`config.mk`:
```
export PLATFORM = sky130hd
export DESIGN_NAME = dac_poll_spi
export DESIGN_NICKNAME = d
export VERILOG_FILES = /design/src/rtl/dac_poll_spi.sv
export SDC_FILE = /design/constraint.sdc
export NUM_CORES = 1
export LEC_CHECK = 0
export BUFFER_PORTS_ARGS = -buffer_cell sky130_fd_sc_hd__buf_2
export CORE_MARGIN = 1.5
export CORE_UTILIZATION = 50
export DETAILED_ROUTE_END_ITERATION = 10
export PLACE_DENSITY = 0.81
export SYNTH_ARGS = -nofsm -noshare
export SYNTH_HDL_FRONTEND = slang
export SYNTH_SLANG_ARGS = --single-unit
```
`constraint.sdc`:
```
create_clock -name clk_core -period 2.2 [get_ports clk_core]
set_input_delay 0.11 -clock clk_core [delete_from_list [all_inputs] [get_ports clk_core]]
set_output_delay 0.11 -clock clk_core [all_outputs]
set_load 0.1 [all_outputs]
```
`src/rtl/dac_poll_spi.sv`:
```
// dac_poll_spi: round-robin multi-channel DAC refresh over SPI, clk_core domain.
// Ports: clk_core, rst_n (async low), en, data_in[N_CH*DW] -> sclk, dout, sync_n,
//   pos, busy, frame_done. Option macro DAC_POLL_DIRTY_EN adds skip-unchanged SCAN.
module dac_poll_spi #(
  parameter int N_CH    = 8,
  parameter int DW      = 12,
  parameter int FRAME_W = 16,
  parameter int CLK_DIV = 14,
  parameter int GAP_CYC = 40,
  localparam int ADDR_W = $clog2(N_CH)
) (
  input  logic                 clk_core,
  input  logic                 rst_n,
  input  logic                 en,
  input  logic [N_CH*DW-1:0]   data_in,
  output logic                 sclk,
  output logic                 dout,
  output logic                 sync_n,
  output logic [ADDR_W-1:0]    pos,
  output logic                 busy,
  output logic                 frame_done
);

  localparam int BW  = $clog2(FRAME_W + 1);
  localparam int DVW = $clog2(CLK_DIV + 1);
  localparam int GW  = $clog2(GAP_CYC + 1);
  localparam logic [ADDR_W-1:0] LAST = ADDR_W'(N_CH - 1);

`ifdef DAC_POLL_DIRTY_EN
  typedef enum logic [2:0] {
    S_IDLE, S_LOAD, S_SHIFT, S_GAP, S_SCAN
  } state_t;
`else
  typedef enum logic [1:0] {
    S_IDLE, S_LOAD, S_SHIFT, S_GAP
  } state_t;
`endif

  state_t              r_state;
  logic [ADDR_W-1:0]   r_ch_ptr;
  logic [FRAME_W-1:0]  r_shift;
  logic [BW-1:0]       r_bits;
  logic [DVW-1:0]      r_div;
  logic [GW-1:0]       r_gap;
  logic                r_sclk;
  logic                r_dout;
  logic                r_sync_n;
  logic [ADDR_W-1:0]   r_pos;
  logic                r_done;

  logic [DW-1:0]       w_sel;
  logic [FRAME_W-1:0]  w_frame;
  logic [ADDR_W-1:0]   w_next_ptr;
  logic                w_last;
  state_t              w_start;

  assign w_sel      = data_in[r_ch_ptr*DW +: DW];
  assign w_frame    = FRAME_W'({r_ch_ptr, w_sel});
  assign w_next_ptr = (r_ch_ptr == LAST) ? '0 : r_ch_ptr + 1'b1;

  // end of the low phase of the final bit
  assign w_last = (r_state == S_SHIFT) && (r_div == '0)
                  && !r_sclk && (r_bits == BW'(1));

`ifdef DAC_POLL_DIRTY_EN
  logic [DW-1:0]       r_data;
  logic [DW-1:0]       r_shadow [N_CH];
  logic [N_CH-1:0]     r_valid;
  logic                w_clean;

  assign w_clean = r_valid[r_ch_ptr] && (w_sel == r_shadow[r_ch_ptr]);
  assign w_start = S_SCAN;

  // shadow holds what the DAC actually received
  always_ff @(posedge clk_core) begin
    if (w_last) r_shadow[r_ch_ptr] <= r_data;
  end

  always_ff @(posedge clk_core or negedge rst_n) begin
    if (!rst_n) begin
      r_data  <= '0;
      r_valid <= '0;
    end else begin
      if (r_state == S_LOAD) r_data <= w_sel;
      if (w_last) r_valid[r_ch_ptr] <= 1'b1;
    end
  end
`else
  assign w_start = S_LOAD;
`endif

  always_ff @(posedge clk_core or negedge rst_n) begin
    if (!rst_n) begin
      r_state  <= S_IDLE;
      r_ch_ptr <= '0;
      r_shift  <= '0;
      r_bits   <= '0;
      r_div    <= '0;
      r_gap    <= '0;
      r_sclk   <= 1'b1;
      r_dout   <= 1'b0;
      r_sync_n <= 1'b1;
      r_pos    <= LAST;
      r_done   <= 1'b0;
    end else begin
      r_done <= 1'b0;
      unique case (r_state)
        S_IDLE: begin
          if (en) r_state <= w_start;
        end
`ifdef DAC_POLL_DIRTY_EN
        S_SCAN: begin
          if (!w_clean) r_state <= S_LOAD;
          else if (!en) r_state <= S_IDLE;
          else r_ch_ptr <= w_next_ptr;
        end
`endif
        S_LOAD: begin
          r_shift  <= w_frame << 1;
          r_dout   <= w_frame[FRAME_W-1];
          r_sclk   <= 1'b1;
          r_sync_n <= 1'b0;
          r_bits   <= BW'(FRAME_W);
          r_div    <= DVW'(CLK_DIV - 1);
          r_state  <= S_SHIFT;
        end
        S_SHIFT: begin
          if (r_div != '0) begin
            r_div <= r_div - 1'b1;
          end else begin
            r_div <= DVW'(CLK_DIV - 1);
            if (r_sclk) begin
              r_sclk <= 1'b0;
            end else if (w_last) begin
              r_sclk   <= 1'b1;
              r_sync_n <= 1'b1;
              r_dout   <= 1'b0;
              r_pos    <= r_ch_ptr;
              r_done   <= 1'b1;
              r_ch_ptr <= w_next_ptr;
              r_gap    <= GW'(GAP_CYC - 1);
              r_state  <= S_GAP;
            end else begin
              r_bits  <= r_bits - 1'b1;
              r_sclk  <= 1'b1;
              r_dout  <= r_shift[FRAME_W-1];
              r_shift <= r_shift << 1;
            end
          end
        end
        S_GAP: begin
          if (r_gap != '0) r_gap <= r_gap - 1'b1;
          else if (en) r_state <= w_start;
          else r_state <= S_IDLE;
        end
        default: r_state <= S_IDLE;
      endcase
    end
  end

  assign sclk       = r_sclk;
  assign dout       = r_dout;
  assign sync_n     = r_sync_n;
  assign pos        = r_pos;
  assign busy       = (r_state != S_IDLE);
  assign frame_done = r_done;

endmodule

```
[Word-level counts from Yosys, hierarchy flattened]
Cells that the tools add are included.
Word-level totals
  bits in registers: 43
  output and inout bits: 8
  bits in latches: 0
  bits in writable memories: 0
  bits of input ports: 99
  memories: 0
  bits in read-only memories: 0
Cells by class
  equality and inequality tests: 12
  add/sub/neg operators: 4
  order comparisons: 0
  shift operators: 1
  multipliers: 1
  bitwise operators: 2
  multiplexer cells: 38
  reductions and logical operators: 18
  divide/modulo/power cells: 0
Operators by type and width (number)
  indexed part select 96 x 8 -> 12 bit: 1
  two-way mux 16 bit: 3
  one-hot mux 16 bit (2 select lines): 1
  two-way mux 6 bit: 4
  two-way mux 5 bit: 3
  inequality test 2 bit, second input constant: 7
  two-way mux 1 bit: 13
  one-hot mux 6 bit (2 select lines): 1
  AND reduction 4 bit: 3
  two-way mux 2 bit: 5
  one-hot mux 5 bit (2 select lines): 1
  AND reduction 5 bit: 2
  one-hot mux 2 bit (4 select lines): 1
  one-hot mux 4 bit (2 select lines): 1
  one-hot mux 1 bit (2 select lines): 3
  nonzero test 2 bit: 3
  nonzero test 6 bit: 1
  subtractor 6 x 1 -> 6 bit, second input constant: 1
  equality test 5 x 1 -> 1 bit, second input constant: 1
  multiplier 3 x 2 -> 5 bit, second input constant: 1
  subtractor 5 x 1 -> 5 bit, second input constant: 1
  equality test 2 bit, second input constant: 2
  logical NOT 4 bit: 1
  two-way mux 4 bit: 1
  other kinds (12): 15

[Longest topological paths before layout]
Gate-level depths: netlist of the first run.
  depth after elaboration: 8
  gate-level depth with buffers: 8
  depth with buffers taken out: 7

[Least setup slack after synthesis of the first run]
OpenSTA, ideal clock, no wires.
  path kind: flip-flop to flip-flop
  from: register r_div[0]
  to: register r_shift[11]
  path slack: 0.319 ns
  setup time: 0.125 ns
  stages on the path, launching flop included: 6
  required time: 2.075 ns
  arrival time: 1.756 ns
  clock period less this slack: 1.881 ns
  cell sequence: dfrtp_1 -> inv_1 -> ha_1 -> or4b_4 -> o31ai_4 -> mux2_2
On the way
  cells in the longest elaborated chain, start to end: 6
RTL lines
  start: declaration: RTL line 43  | logic [DVW-1:0] r_div;
  start signal: assignment: RTL line 124  | r_div <= DVW'(CLK_DIV - 1);
  start signal: assignment: RTL line 129  | r_div <= r_div - 1'b1;
  start signal: assignment: RTL line 131  | r_div <= DVW'(CLK_DIV - 1);
  logical NOT 4 bit: RTL line 62  | assign w_last = (r_state == S_SHIFT) && (r_div == '0)
  logical AND 1 bit: RTL line 62
  logical AND 1 bit (2 in a row): RTL line 63  | && !r_sclk && (r_bits == BW'(1));
  inequality test 2 bit (no source line)
  AND reduction 4 bit (no source line) *
  end signal: assignment: RTL line 119  | r_shift <= w_frame << 1;
  end signal: assignment: RTL line 147  | r_shift <= r_shift << 1;
  end: declaration: RTL line 41  | logic [FRAME_W-1:0] r_shift;
Every way passes the cells marked *; elsewhere a longest branch is shown, timed or not.
A chain may end at the register's enable or synchronous reset.

[Worst setup path in the final report of the first run]
  from: register r_div[1]
  to: register r_shift[11]
The elaborated chain is that of the path after synthesis.

==> results of run 1 <==
## cells by family after synthesis
logic type	share of synthesized area [%]
compound gates	13.59
xor+xnor	0.2974
fa+ha+maj	5.098
buf+inv	4.715
flops	35.90
mux	23.58
simple gates	16.82
## report_power, final
| part | total [mW] | internal (mW) | switching (mW) |
|---|---|---|---|
| sequential | 1.18 | 1.01 | 0.169 |
| clock | 0.501 | 0.225 | 0.276 |
| combinational | 1.66 | 0.671 | 0.985 |
## through the flow
stage               cell area, um^2  power, mW  setup slack, ps
finish                         3735      3.339            58.77
global route                   3735      3.578            2.667
CTS                            3696      3.292            5.165
detailed placement             3587      2.765           -9.036
global placement               3587      2.676            123.8
floorplan                      2945      2.325            319.1
## repair_timing
action / in CTS / in global routing
setup endpoints to repair: 8 / 11
buffers inserted: 2 / 3
endpoints found under the hold margin: 37 / 0
hold buffers: 1 / 0
resized for setup: 0 / 4
pin swaps: 1 / 0
## how the worst max path moves through the flow
stage          slack [ps]           to
2_1_floorplan         320  r_shift[11]
3_3_place_gp          120  r_shift[11]
3_5_place_dp           -9   r_shift[2]
4_1_cts                 5  r_shift[11]
5_1_grt                 3  r_shift[12]
6_report               60  r_shift[11]
## routing by layer
metal  wire length (um)  up-vias  track usage (%)
met1               3012     1294            30.46
met3                465       15            5.829
met4                184        0            9.483
met2               4014      120            42.97
met5                  0        -                0
li1                   -     1269                -
## registers in the layout (all words and copies together), names as in the netlist, 2 cells and up
register	count
r_shift	15
r_gap	6
r_bits	5
r_div	4
pos	3
r_ch_ptr	3
r_state	2
## cell usage after synthesis (all sizes together) (2+ instances only)
cell,n,area [um^2]
a211oi,10,75.07
a21oi,7,38.79
buf,9,63.81
clkbuf,6,22.52
clkinv,2,7.510
dfrtp,37,925.9
dfstp,5,131.4
ha,12,150.1
inv,12,45.04
mux2,3,33.78
mux2i,12,120.1
mux4,24,540.5
nand2,37,138.9
nand2b,6,37.54
nand3,7,35.03
nor2,8,30.03
nor2b,8,50.05
nor3,6,30.03
nor4,5,31.28
nor4b,2,47.55
o21ai,33,165.2
o31a,2,17.52
o31ai,2,28.78
or3,3,18.77
or4,2,15.01
or4b,2,23.77
## worst max-delay path, cell delays in order, from the launching register on
cell,delay [ps]
dfrtp_1,400
inv_1,140
ha_4,170
or4b_4,500
o31ai_4,310
buf_6,180
mux2_2,330
## layout make-up
type                            count  area, um^2  area share (%)
Sequential cell                    42        1057           28.31
Inverter                           14       52.55           1.407
Tap cell                           72       90.09           2.412
Clock buffer                        7       76.32           2.044
Multi-Input combinational cell    206        1762           47.17
Clock inverter                      1       7.507          0.2010
Timing Repair Buffer              123       689.4           18.46
==> summary.txt, run 1 <==
STA
  – Fmax achieved: 0.4670 GHz
  – Slew headroom: 38.49%
  – Clk_skew: 7.366 ps
  – Max-slew violations: 0
  – Hold WS: 292.1 ps
  – Slew at the pin closest to its max-slew limit: 922.7 ps
  – Setup TNS: 0 ps
  – Fin crit share: 97.33%
  – RSZ-0062 raised after global routing: no
  – Final Hold Viols: 0
  – # setup viols final: 0
  – Fin crit period: 2141 ps

Pwr
  – Pwr per Cell Area: 893.9 nW/um^2
  – Max VDD drop: 0.7376 mV
  – Leakage power: 1.673 nW

Detailed routing
  – Via density: 5.802
  – First DRT Iteration DRCs: 126
  – Antenna-violating nets left: 0
  – Via Count: 2,698
  – Avg WL per Cell: 16.51 um
  – Total Wirelength: 7676 um
  – Remaining DRCs: 0
  – Drt pass-1 iters: 4

Layout
  – # diodes: 0
  – Final core utilization: 66.60%
  – Post-Layout Cell Count: 465
  – Share of layout cells above drive strength 1: 42.75%
  – Final nets: 503
  – Fillers: 429
  – Layout area overhead: 26.81%
  – Leading cell type in the layout, fill and taps excluded: buf_2
  – Most frequent cells in the layout: buf_2, nand2_1, dfrtp_1, o21ai_0, mux4_2

Global route
  – Total global-route track usage: 24.99%
  – First-pass GRT wire length: 11,940 um
  – Grt ovf: 0
  – Largest net degree at the start of global routing: 43
  – Initial antenna violation count: 0
  – Vias in the first global route: 2,586

Setup path
  – R2R depth: 6
  – CP Launch Point: r_div[1]
  – Worst Path Required: 2390 ps
  – WS Path Type: register to register
  – RR Endpoint: r_shift[11]
  – Max FO, Critical Path: 9
  – R2R setup slack: 60 ps
  – Worst R2R Start: r_div[1]
  – CP startpoint kind: register
  – Critical Path End Type: register
  – CP arrival: 2330 ps

Floorplanning
  – Die Y: 79.75 um
  – Num rows: 27
  – Initial Util: 52.52%
  – Die X: 79.75 um
  – Core Area: 5608 um^2
  – I/O pins: 107
  – DIE AREA: 6360 um^2

Synth
  – Synth Area per Inst: 10.63 um^2
  – Post-Syn Nets: 388
  – Async SR Flop Fraction: 100.0%
  – Mapped Cells: 277
  – Seq/Total Area, Yosys: 35.90%
  – Synth unique cells: 48
  – Synth warnings: 0
  – Mapped Area: 2945 um^2
  – Post-synth EDFFs: 0
  – Yosys reg bits: 42
  – Top_reg_cell synth: dfrtp_1

Clock tree
  – CTS root buffer: clkbuf_8
  – Clk Latency, worst-skew pair: 300 ps
  – # H-tree levels: 2
  – Worst-case clock buffer depth: 2
  – CTS tree: built
  – Clock slew at reported path FFs: 80 ps
  – Num CTS Buffers: 5
  – Clk sinks: 42

Placed design
  – Placed cells: 451
  – DP Wirelength: 5894 um
  – GP Congestion: 0.8095
  – I/O Buffers: 106

Hold path
  – Min-delay src: en
  – Hold WC Path Type: input pin to register
  – Worst Hold End: r_state[0]
  – Min-Delay Path Depth: 4

Job
  – Max-cap violations: 0

Outcome
  – Status: completed
Power figures use the tool's default switching activity.
==> inputs of run 2 (changes only) <==
Settings changed: CORE_UTILIZATION 50 to 40, PLACE_DENSITY 0.81 to 0.67.
==> run 2 against run 1 <==
Compared with the run above:
- routed wire length shrank 5.2%
- critical path type unchanged
- sequential power is essentially flat
- final cell count grew 5.4%
- critical endpoint unchanged
- core utilization shrank 14 points
- worst hold slack gained 5.2 ps
- die area grew 24%
- via count shrank 4.1%
- count of clock-buffer cells in the layout shrank 2
- combinational power shrank 4%
- first-iteration DRC count shrank 10%
- setup slack gained 39 ps
==> summary.txt, run 2 (synthesized netlist as in run 1, its figures left out) <==
Clock tree
  – # H-tree levels: 2 (unchanged)
  – Clock slew at reported path FFs: 90 ps (about the same)
  – CTS tree: built
  – Clk Latency, worst-skew pair: 310 ps (about the same)
  – Clk sinks: 42 (unchanged)
  – Num CTS Buffers: 5 (unchanged)
  – CTS root buffer: clkbuf_8
  – Worst-case clock buffer depth: 2 (unchanged)

Global route
  – Largest net degree at the start of global routing: 43 (unchanged)
  – First-pass GRT wire length: 11,790 um (-1.3%)
  – Vias in the first global route: 2,537 (-1.9%)
  – Initial antenna violation count: 0 (unchanged)
  – Total global-route track usage: 19.54% (-5.5 points)
  – Grt ovf: 0 (unchanged)

Layout
  – Leading cell type in the layout, fill and taps excluded: buf_2
  – Largest registers: r_shift: 15 flops, r_gap: 6 flops, r_bits: 5 flops
  – Final nets: 501 (-0.40%)
  – Max FFs per register: 15 (unchanged)
  – Most frequent cells in the layout: buf_2, nand2_1, dfrtp_1, o21ai_0, mux4_2
  – # diodes: 0 (unchanged)
  – Fillers: 656 (+53%)
  – Biggest register: r_shift
  – Share of layout cells above drive strength 1: 42.71% (about the same)
  – Layout area overhead: 27.44%

Detailed routing
  – Via density: 5.282 (-9.0%)
  – Drt pass-1 iters: 4 (unchanged)
  – First DRT Iteration DRCs: 113 (-10%)
  – Total Wirelength: 7278 um (-5.2%)
  – Via Count: 2,588 (-4.1%)
  – Avg WL per Cell: 14.85 um (-10%)
  – Remaining DRCs: 0 (unchanged)
  – Antenna-violating nets left: 0 (unchanged)

Setup path
  – CP startpoint kind: register
  – Top cell family by delay on the critical path: simple AND/OR/NAND/NOR gates
  – Crit path cell chain: inv_1 > ha_4 > or4b_4 > o31ai_4 > buf_6 > mux2_2
  – Critical Path End Type: register
  – CP arrival: 2300 ps (-30 ps)
  – WS Path Type: register to register
  – Worst path slowest cell: or4b_4
  – Worst Path Required: 2400 ps (about the same)
  – Worst path max stage delay: 500 ps (about the same)
  – Max FO, Critical Path: 8 (-1)
  – Worst path buffer plus inverter count: 2 (unchanged)

Placed design
  – I/O Buffers: 106 (unchanged)
  – Pre-CTS setup slack: 86.01 ps (+95.04 ps)
  – DP Wirelength: 5761 um (-2.3%)
  – GP Congestion: 0.8806 (+8.8%)

Job
  – Max-cap violations: 0 (unchanged)

STA
  – Fmax achieved: 0.4756 GHz (+1.8%)
  – Slew at the pin closest to its max-slew limit: 949.5 ps (+26.82 ps)
  – # setup viols final: 0 (unchanged)
  – Fin crit period: 2103 ps (-38.72 ps)
  – RSZ-0062 raised after global routing: no
  – Max-slew violations: 0 (unchanged)
  – Clk_skew: 14.28 ps (+6.914 ps)
  – Final Hold Viols: 0 (unchanged)
  – Setup ws final: 97.49 ps (+38.72 ps)
  – Setup TNS: 0 ps (unchanged)
  – Slew headroom: 36.70% (-1.8 points)
  – Fin crit share: 95.57% (-1.8 points)

Floorplanning
  – Die X: 88.81 um (+11%)
  – I/O pins: 107 (unchanged)
  – Core Area: 7176 um^2 (+28%)
  – DIE AREA: 7887 um^2 (+24%)
  – Num rows: 31 (+15%)
  – Die Y: 88.81 um (+11%)
  – Initial Util: 41.05% (-11 points)

Pwr
  – Max VDD drop: 0.4253 mV (-42%)
  – Pwr per Cell Area: 885.4 nW/um^2 (-0.95%)
  – Leakage power: 1.670 nW (-0.15%)

Hold path
  – Hold WC Path Type: input pin to register

Outcome
  – Status: completed
run 2: path summary, 6_finish.rpt:
| kind | startpoint | end | cells past startpoint | slack, ps |
|---|---|---|---|---|
| setup / recovery | r_div[0] | r_shift[11] | 6 | 100 |
| hold / removal | en | r_state[0] | 4 | 300 |
| setup reg to reg | r_div[0] | r_shift[11] | 6 | 100 |
| hold reg to reg | pos[1] | pos[1] | 2 | 460 |
| max in group asynchronous | rst_n | r_state[1] | 2 | 1100 |
| min in group asynchronous | rst_n | r_gap[0] | 2 | 490 |
run 2: final cells by class:
type | instances | area [um^2] | area share, %
clock buffers | 5 | 68.82 | 1.833
clock inverters | 3 | 27.53 | 0.7333
inverters | 14 | 52.55 | 1.400
multi-input cells | 206 | 1762 | 46.93
flip-flops and latches | 42 | 1057 | 28.17
well taps | 99 | 123.9 | 3.300
repair buffers | 121 | 661.9 | 17.63
run 2: layer usage:
metal	track usage (%)	up-vias	share of wire, %
met3	3.918	9	5.8
li1	-	1258	-
met2	34.57	96	52
met4	6.392	0	1.1
met5	0	-	0
met1	23.80	1225	41
run 2: worst min-delay path: cells and delay by family:
kind	cells	cell delay (ps)
simple gates	2	320
buf+inv	1	80
compound gates	1	40
run 2: metrics by stage:
stage	hold WS (ps)	util (%)	instance area, um^2	power, mW	cells
after floorplan	-185.6	-	2945	2.325	277
after global placement	308.3	50.50	3623	2.688	480
after detailed placement	317.2	50.50	3623	2.760	480
after CTS	278.7	51.98	3730	3.316	489
after global routing	299.8	52.31	3754	3.594	490
final	297.3	52.31	3754	3.324	490
run 2: what timing repair did:
action / 4_1_cts / 5_1_grt
gates resized for setup: 0 / 3
setup buffers: 0 / 1
endpoints found under the hold margin: 37 / 0
hold buffers: 1 / 0
endpoints found under the setup margin: 0 / 11
run 2: report_power, final:
| group | internal (mW) | leakage [nW] | switching [mW] |
|---|---|---|---|
| combinational | 0.645 | 1.11 | 0.947 |
| sequential | 1.01 | 0.509 | 0.178 |
| clock | 0.235 | 0.0467 | 0.307 |
